**src/rtl/gps_iq_readout_sched.sv**
```systemverilog
// Round-robin drain of per-channel serial IQ accumulator snapshots onto a valid/ready word stream.
// Per-channel pending/overrun bookkeeping sits in gps_iq_chan_flags, one instance per channel.

module gps_iq_chan_flags (
  input  logic clk,
  input  logic rst_n,
  input  logic chan_en,
  input  logic epoch,
  input  logic ovr_clr,
  input  logic done,
  output logic pend,
  output logic ovr
);
  logic pend_q, pend_d;
  logic ovr_q, ovr_d;

  // A fresh epoch always re-arms pending, even on the cycle the old snapshot completes.
  always_comb begin
    pend_d = (epoch & chan_en) | (pend_q & chan_en & ~done);
    ovr_d  = (epoch & pend_q & ~done) | (ovr_q & ~ovr_clr);
  end

  always_ff @(posedge clk or negedge rst_n) begin
    if (!rst_n) begin
      pend_q <= 1'b0;
      ovr_q  <= 1'b0;
    end else begin
      pend_q <= pend_d;
      ovr_q  <= ovr_d;
    end
  end

  assign pend = pend_q;
  assign ovr  = ovr_q;
endmodule

module gps_iq_readout_sched #(
  parameter int NCHAN      = 12,
  parameter int INTEG_BITS = 20,
  parameter int NWORDS     = 6,
  parameter int CH_BITS    = 4
) (
  input  logic                      clk,
  input  logic                      rst_n,
  input  logic [NCHAN-1:0]          chan_en,
  input  logic [NCHAN-1:0]          epoch,
  input  logic [NCHAN-1:0]          sout,
  output logic [NCHAN-1:0]          shift,
  output logic                      out_valid,
  input  logic                      out_ready,
  output logic [INTEG_BITS-1:0]     out_data,
  output logic [CH_BITS-1:0]        out_chan,
  output logic [$clog2(NWORDS)-1:0] out_word,
  output logic                      out_last,
  output logic [NCHAN-1:0]          overrun,
  input  logic [NCHAN-1:0]          ovr_clr
);
  localparam int WW = $clog2(NWORDS);
  localparam int BW = $clog2(INTEG_BITS);
  localparam logic [WW-1:0] LAST_WORD = WW'(NWORDS-1);
  localparam logic [BW-1:0] LAST_BIT  = BW'(INTEG_BITS-1);

  typedef enum logic [1:0] {ST_IDLE, ST_SHIFT, ST_PRESENT} state_e;

  state_e                state_q, state_d;
  logic [CH_BITS-1:0]    sel_q, sel_d;
  logic [CH_BITS-1:0]    rr_q, rr_d;
  logic [WW-1:0]         word_q, word_d;
  logic [BW-1:0]         bcnt_q, bcnt_d;
  logic [INTEG_BITS-1:0] sreg_q, sreg_d;
  logic                  abort_q, abort_d;

  logic [NCHAN-1:0]   pend, done, elig;
  logic               found, abort_now;
  logic [CH_BITS-1:0] pick, idx;

  for (genvar i = 0; i < NCHAN; i++) begin : g_ch
    gps_iq_chan_flags u_flags (
      .clk     (clk),
      .rst_n   (rst_n),
      .chan_en (chan_en[i]),
      .epoch   (epoch[i]),
      .ovr_clr (ovr_clr[i]),
      .done    (done[i]),
      .pend    (pend[i]),
      .ovr     (overrun[i])
    );
  end

  // A pending flag can lag a disable by one cycle; never pick a channel that is off right now.
  assign elig = pend & chan_en;

  always_comb begin
    found = 1'b0;
    pick  = '0;
    idx   = '0;
    for (int k = 1; k <= NCHAN; k++) begin
      idx = CH_BITS'((int'(rr_q) + k) % NCHAN);
      if (!found && elig[idx]) begin
        found = 1'b1;
        pick  = idx;
      end
    end
  end

  assign abort_now = epoch[sel_q] | ~chan_en[sel_q];

  always_comb begin
    state_d = state_q;
    sel_d   = sel_q;
    rr_d    = rr_q;
    word_d  = word_q;
    bcnt_d  = bcnt_q;
    sreg_d  = sreg_q;
    abort_d = abort_q;
    done    = '0;
    shift   = '0;
    unique case (state_q)
      ST_IDLE: begin
        if (found) begin
          sel_d   = pick;
          word_d  = '0;
          bcnt_d  = '0;
          abort_d = 1'b0;
          state_d = ST_SHIFT;
        end
      end
      ST_SHIFT: begin
        shift[sel_q] = 1'b1;
        sreg_d       = {sreg_q[INTEG_BITS-2:0], sout[sel_q]};
        if (abort_now) begin
          rr_d    = sel_q;
          state_d = ST_IDLE;
        end else if (bcnt_q == LAST_BIT) begin
          state_d = ST_PRESENT;
        end else begin
          bcnt_d = bcnt_q + 1'b1;
        end
      end
      ST_PRESENT: begin
        // The held word stays on the stream; an abort only stops the snapshot after it is taken.
        if (abort_now) abort_d = 1'b1;
        if (out_ready) begin
          if (abort_q || abort_now) begin
            abort_d = 1'b0;
            rr_d    = sel_q;
            state_d = ST_IDLE;
          end else if (word_q == LAST_WORD) begin
            done[sel_q] = 1'b1;
            rr_d        = sel_q;
            state_d     = ST_IDLE;
          end else begin
            word_d  = word_q + 1'b1;
            bcnt_d  = '0;
            state_d = ST_SHIFT;
          end
        end
      end
      default: state_d = ST_IDLE;
    endcase
  end

  always_ff @(posedge clk or negedge rst_n) begin
    if (!rst_n) begin
      state_q <= ST_IDLE;
      sel_q   <= '0;
      rr_q    <= CH_BITS'(NCHAN-1);
      word_q  <= '0;
      bcnt_q  <= '0;
      sreg_q  <= '0;
      abort_q <= 1'b0;
    end else begin
      state_q <= state_d;
      sel_q   <= sel_d;
      rr_q    <= rr_d;
      word_q  <= word_d;
      bcnt_q  <= bcnt_d;
      sreg_q  <= sreg_d;
      abort_q <= abort_d;
    end
  end

  assign out_valid = (state_q == ST_PRESENT);
  assign out_last  = (state_q == ST_PRESENT) && (word_q == LAST_WORD);
  assign out_data  = sreg_q;
  assign out_chan  = sel_q;
  assign out_word  = word_q;
endmodule

```
**config.mk**
```make
export PLATFORM = sky130hd
export DESIGN_NAME = gps_iq_readout_sched
export DESIGN_NICKNAME = d
export VERILOG_FILES = /design/src/rtl/gps_iq_readout_sched.sv
export SDC_FILE = /design/constraint.sdc
export NUM_CORES = 1
export LEC_CHECK = 0
export CAP_MARGIN = 0
export CORE_ASPECT_RATIO = 0.7
export CORE_MARGIN = 2
export CORE_UTILIZATION = 45
export DETAILED_ROUTE_END_ITERATION = 8
export PLACE_DENSITY = 0.7
export RECOVER_POWER = 25
export REMOVE_ABC_BUFFERS = 1
export SYNTH_ARGS = -nofsm -noshare
export SYNTH_HDL_FRONTEND = slang
export SYNTH_SLANG_ARGS = --single-unit
```
**constraint.sdc**
```tcl
create_clock -name clk -period 5.09 [get_ports clk]
set_clock_uncertainty 0.05 [all_clocks]
set_input_delay 0.7635 -clock clk [delete_from_list [all_inputs] [get_ports clk]]
set_output_delay 0.7635 -clock clk [all_outputs]
set_load 0.01 [all_outputs]
```
======== Word level (Yosys, flattened, before mapping) ========
Cells that the tools add are included.
word-level totals
  register bits after elaboration ......... 63
operators by class
  add/subtract/negate cells ............... 14
  div/mod/pow operators ................... 12
  $lt $le $gt $ge ......................... 14
  eq/ne operators ......................... 13
  mux-type cells .......................... 90
  bitwise logic cells ..................... 123
  reduce and logical (&&, ||, !) cells .... 35
operators with widths
  kind                                                 count
  modulo 32 x 5 -> 32 bit (second input constant)      12
  AND 1 bit                                            72
  < comparator 4 x 5 -> 1 bit (second input constant)  13
  two-way mux 4 bit                                    16
  binary-select mux 1 bit (select 4 bit)               15
  two-way mux 12 bit                                   5
  two-way mux 1 bit                                    34
  two-way mux 5 bit                                    6
  adder 4 x 4 -> 5 bit (second input constant)         5
  NOT 1 bit                                            25
  OR 1 bit                                             25
  adder 4 x 3 -> 5 bit (second input constant)         4
  one-hot mux 5 bit (3 select lines)                   1
  logical AND 1 bit                                    13
  AND 12 bit                                           1
  two-way mux 3 bit                                    4
  inequality test 2 bit (second input constant)        6
  zero test 1 bit                                      11
  adder 4 x 2 -> 5 bit (second input constant)         2
  two-way mux 2 bit                                    4
  one-hot mux 4 bit (2 select lines)                   1
  AND reduction 7 bit                                  1
  one-hot mux 2 bit (3 select lines)                   1
  one-hot mux 3 bit (2 select lines)                   1
  other kinds (21)                                     23

======== Logic depth before layout (Yosys ltp) ========
  depth after elaboration ................. 40
  mapped depth ............................ 17
  mapped depth without buffers ............ 16

======== Hierarchy ========
Synthesis repeated with hierarchy kept, for this count alone.
unflattened totals
  cell total of the unflattened synthesis .. 623
  area total of the unflattened synthesis .. 5,838.1 µm²
modules (own cells, without submodules)
  module                times used  cells each  area each (µm²)
  gps_iq_readout_sched  1           551         4,832.1
  gps_iq_chan_flags     12          6           83.8

======== Worst setup path before layout ========
OpenSTA, ideal clock, no wires.
  kind .................................... register to register
  start point ............................. register rr_q[1]
  end point ............................... register sel_q[1], in the netlist out_chan[1]
  data arrival time ....................... 4.013 ns
  setup slack ............................. 0.927 ns
  stages on the path, launching flop included .. 17
  path buffers ............................ 1
  clock period less this slack ............ 4.163 ns
  cell sequence ........................... dfstp_2 buf_4 inv_2 ha_1 a21oi_2 xnor2_1 ha_1 and4bb_2 nand2_1 nand3_1 xnor2_1 mux2_2 a21o_1 or4_4 o31ai_4 a2111oi_0 a311oi_1
between the ends
  word-level cells in the longest chain between the ends .. 39
ends and longest elaborated chain
  what                                     RTL line  RTL
  start, declared                          67        logic [CH_BITS-1:0] rr_q, rr_d;
  start signal, assigned                   167       rr_q <= CH_BITS'(NCHAN-1);
  start signal, assigned                   175       rr_q <= rr_d;
  adder 4 x 1 -> 5 bit                     98        idx = CH_BITS'((int'(rr_q) + k) % NCHAN);
  modulo 32 x 5 -> 32 bit                  98
  binary-select mux 1 bit (select 4 bit)   99        if (!found && elig[idx]) begin
  two-way mux 1 bit (not written as such)  99
  two-way mux 1 bit                        99
  zero test 1 bit                          99
  logical AND 1 bit                        99
  two-way mux 1 bit                        99
  (+23 left out)                           -
  two-way mux 1 bit                        99
  zero test 1 bit                          99
  logical AND 1 bit                        99
  two-way mux 1 bit                        99
  zero test 1 bit                          99
  logical AND 1 bit                        99
  two-way mux 1 bit                        99
  AND reduction 2 bit (no line)            -
  end signal, assigned                     174       sel_q <= sel_d;
  end, declared                            66        logic [CH_BITS-1:0] sel_q, sel_d;
Several ways; a longest one is shown, not always the timed one. The select of a mux whose other input is x is not followed.
A chain may end at the register's enable or synchronous reset.

======== Final worst setup path ========
  start point ............................. register rr_q[0]
  end point ............................... register sel_q[1], in the netlist out_chan[1]
Same word-level chain as after synthesis.

==> impl_metrics.ini <==
[outcome]
status = complete, but fails checks
violations = max-capacitance violations, max-slew violations

[clock_tree]
htreeDepth = 3
cts_buffers = 9
cts_hold_buf = 0
cts_tree = yes
clkLatencyLatePin_ps = 340
cts.sinks = 63
clk_path_buf_depth = 2
clk_pin_slew_ps = 60
root_buffer = clkbuf_16

[critical_path]
worst_setup_path_end_kind = flop
start_kind = flop
crit_required_ps = 5240
critPathMaxFanout = 13
path_class = reg2reg
cp_data_arrival_time_ps = 4770

[routing]
dr.pass1.iters = 5
finalWirelength_um = 16900
drt-initial-drc-count = 398
routedWlPerCell_um = 18.6
drcViolationCount = 0
via_per_inst = 5.94
vias = 5381
postRouteAntennaNets = 0

[synth]
synth_edf_count = 0
syn_avg_cell_area_um2 = 8.59
syn-instance-count = 646
ys_seq_elements = 63
yosysUniqueCellTypes = 88
synth_ff_type = dfrtp_1
async_flop_share = 1.00
ys_warn_count = 0
netlist_area_mm2 = 0.00555
ys_seq_area_frac = 0.285

[global_route]
grt_pass1_vias = 5055
grt_max_degree = 64
grt_overflow = 0
grt_antenna_before_repair = 0
grt_pass1_wl_um = 26900
track_usage = 0.258

[placement]
placed_cell_area_mm2 = 0.00669
io_buffer_count = 103
gp_congestion = 1.02
dpl.hpwl_um = 13300

[sta]
max_freq_mhz = 217
hold_viol_final = 0
relSlewSlack = -1.28
tns_ps = 0
slew_violations = 64
finalCritPeriodShare = 0.907
fin_crit_ps = 4620
setup_viol = 0
rsz0062_at_grt = no
tightest_slew_ps = 3430

[cells_and_area]
nFillCells = 1048
area_growth_syn_to_layout_pct = 25.5
antenna_cells = 0
mostFrequentLayoutCells = clkdlybuf4s50_1 (102), nand2_1 (101), dfrtp_1 (60), nor2_1 (50), inv_1 (49)
final_util = 0.587
drive_gt1_frac = 0.113
fin_area_mm2 = 0.00696
layout_commonest_cell = clkdlybuf4s50_1
nNetsFinal = 828

[worst_hold_path]
hp-class = reg2reg

[floorplanning]
die_w_um = 137
ios = 104
initial_core_util = 0.468
dieArea_mm2 = 0.0132
fp.dieH_um = 96.9
rows = 33
coreArea_mm2 = 0.0119

[run]
max-cap-violations = 1
## cell families (layout without fill, tap and decap cells)
family / count (synthesis) / in the layout / share of synthesized area
adders and majority gates: 33 / 33 / 0.0744
AOI/OAI and AO/OA: 150 / 150 / 0.194
and+or+nand+nor: 266 / 266 / 0.244
muxes: 37 / 37 / 0.103
buffers and inverters: 81 / 184 / 0.0674
xor gates and xnor gates: 16 / 16 / 0.0314
DFF: 63 / 63 / 0.285
## sequential cells by signal (all words and copies together), names as in the netlist
register	cells
abort_q	1
bcnt_q	5
g_ch.u_flags.ovr	12
g_ch.u_flags.pend	12
out_chan	4
out_data	20
out_word	3
rr_q	4
state_q	2
## metal layers
metal  global-route usage  part of all wire
met1                0.400              0.48
met5                    0                 0
met3               0.0592             0.080
met2                0.363              0.43
met4               0.0521            0.0096
## synthesized netlist by cell type (all sizes together) (3+ instances only)
master     n  area [µm²]
a2111oi    4        35.0
a211oi     7        57.6
a21boi    12        90.1
a21o       8        60.1
a21oi     25         129
a22o       4        35.0
a22oi      4        35.0
a311oi     3        26.3
a31o       5        43.8
a31oi      3        18.8
and2      11        71.3
and3       3        18.8
buf       19         141
clkbuf     9        33.8
dfrtp     60        1500
dfstp      3        78.8
ha        33         413
inv       52         195
mux2       9         101
mux2i     13         134
mux4      15         338
nand2    102         385
nand2b    13        81.3
nand3     23         120
nand3b     4        30.0
nand4      7        58.8
nand4b     4        35.0
nor2      51         194
nor2b      6        37.5
nor3      12        71.3
nor3b     12         101
o211ai     5        37.5
o21a       3        22.5
o21ai     24         120
o22ai     14        87.6
o31ai      3        36.3
o32ai      6        60.1
or2        3        18.8
or3        3        18.8
xnor2      9         105
xor2       7        68.8
## critical path: stages, from the launching register on
cell and delay [ps]:
dfstp_2 680, inv_1 210, ha_1 300, nand2b_1 250, and3_1 230, ha_1 230, nor4b_1 360, mux2i_1 160
and3_1 210, or2_2 330, o32ai_2 260, buf_4 200, nor3_1 80, nand4_1 150, a21oi_1 80, o41ai_1 510
a311oi_1 160
## final timing paths
| path | startpoint | endpoint | slack [ps] | depth (start not counted) |
|---|---|---|---|---|
| worst max-delay path | rr_q[0] | out_chan[1] | 470 | 16 |
| worst min-delay path | out_data[6] | out_data[7] | 440 | 2 |
| worst max register to register | rr_q[0] | out_chan[1] | 470 | 16 |
| worst min register to register | out_data[6] | out_data[7] | 440 | 2 |
| max in group asynchronous | rst_n | out_word[0] | 1420 | 2 |
| min in group asynchronous | rst_n | g_ch[8].u_flags.ovr | 1610 | 2 |
## what timing repair did
action,in CTS,in global routing
buffers inserted,0,0
endpoints found under the hold margin,0,0
setup endpoints to repair,0,1
gates resized for setup,0,1
## stage by stage
step,setup WS (ps),std cells,hold WS (ps)
final,471,906,443
after global placement,620,890,409
after detailed placement,443,890,434
after global routing,120,906,474
after floorplan,856,618,417
after CTS,446,906,450
## layout make-up
class	count	area, µm²	share of cell area
inverter	53	199	0.0286
clock inverter	7	55.1	0.00791
tap	157	196	0.0282
multi-input combinational	502	3600	0.517
sequential	63	1580	0.227
timing repair buffer	115	1110	0.159
clock buffer	9	225	0.0324
Power is left out: the tool's default activity adds up to more than one toggle a clock period on the data nets, which glitch-free logic cannot reach.
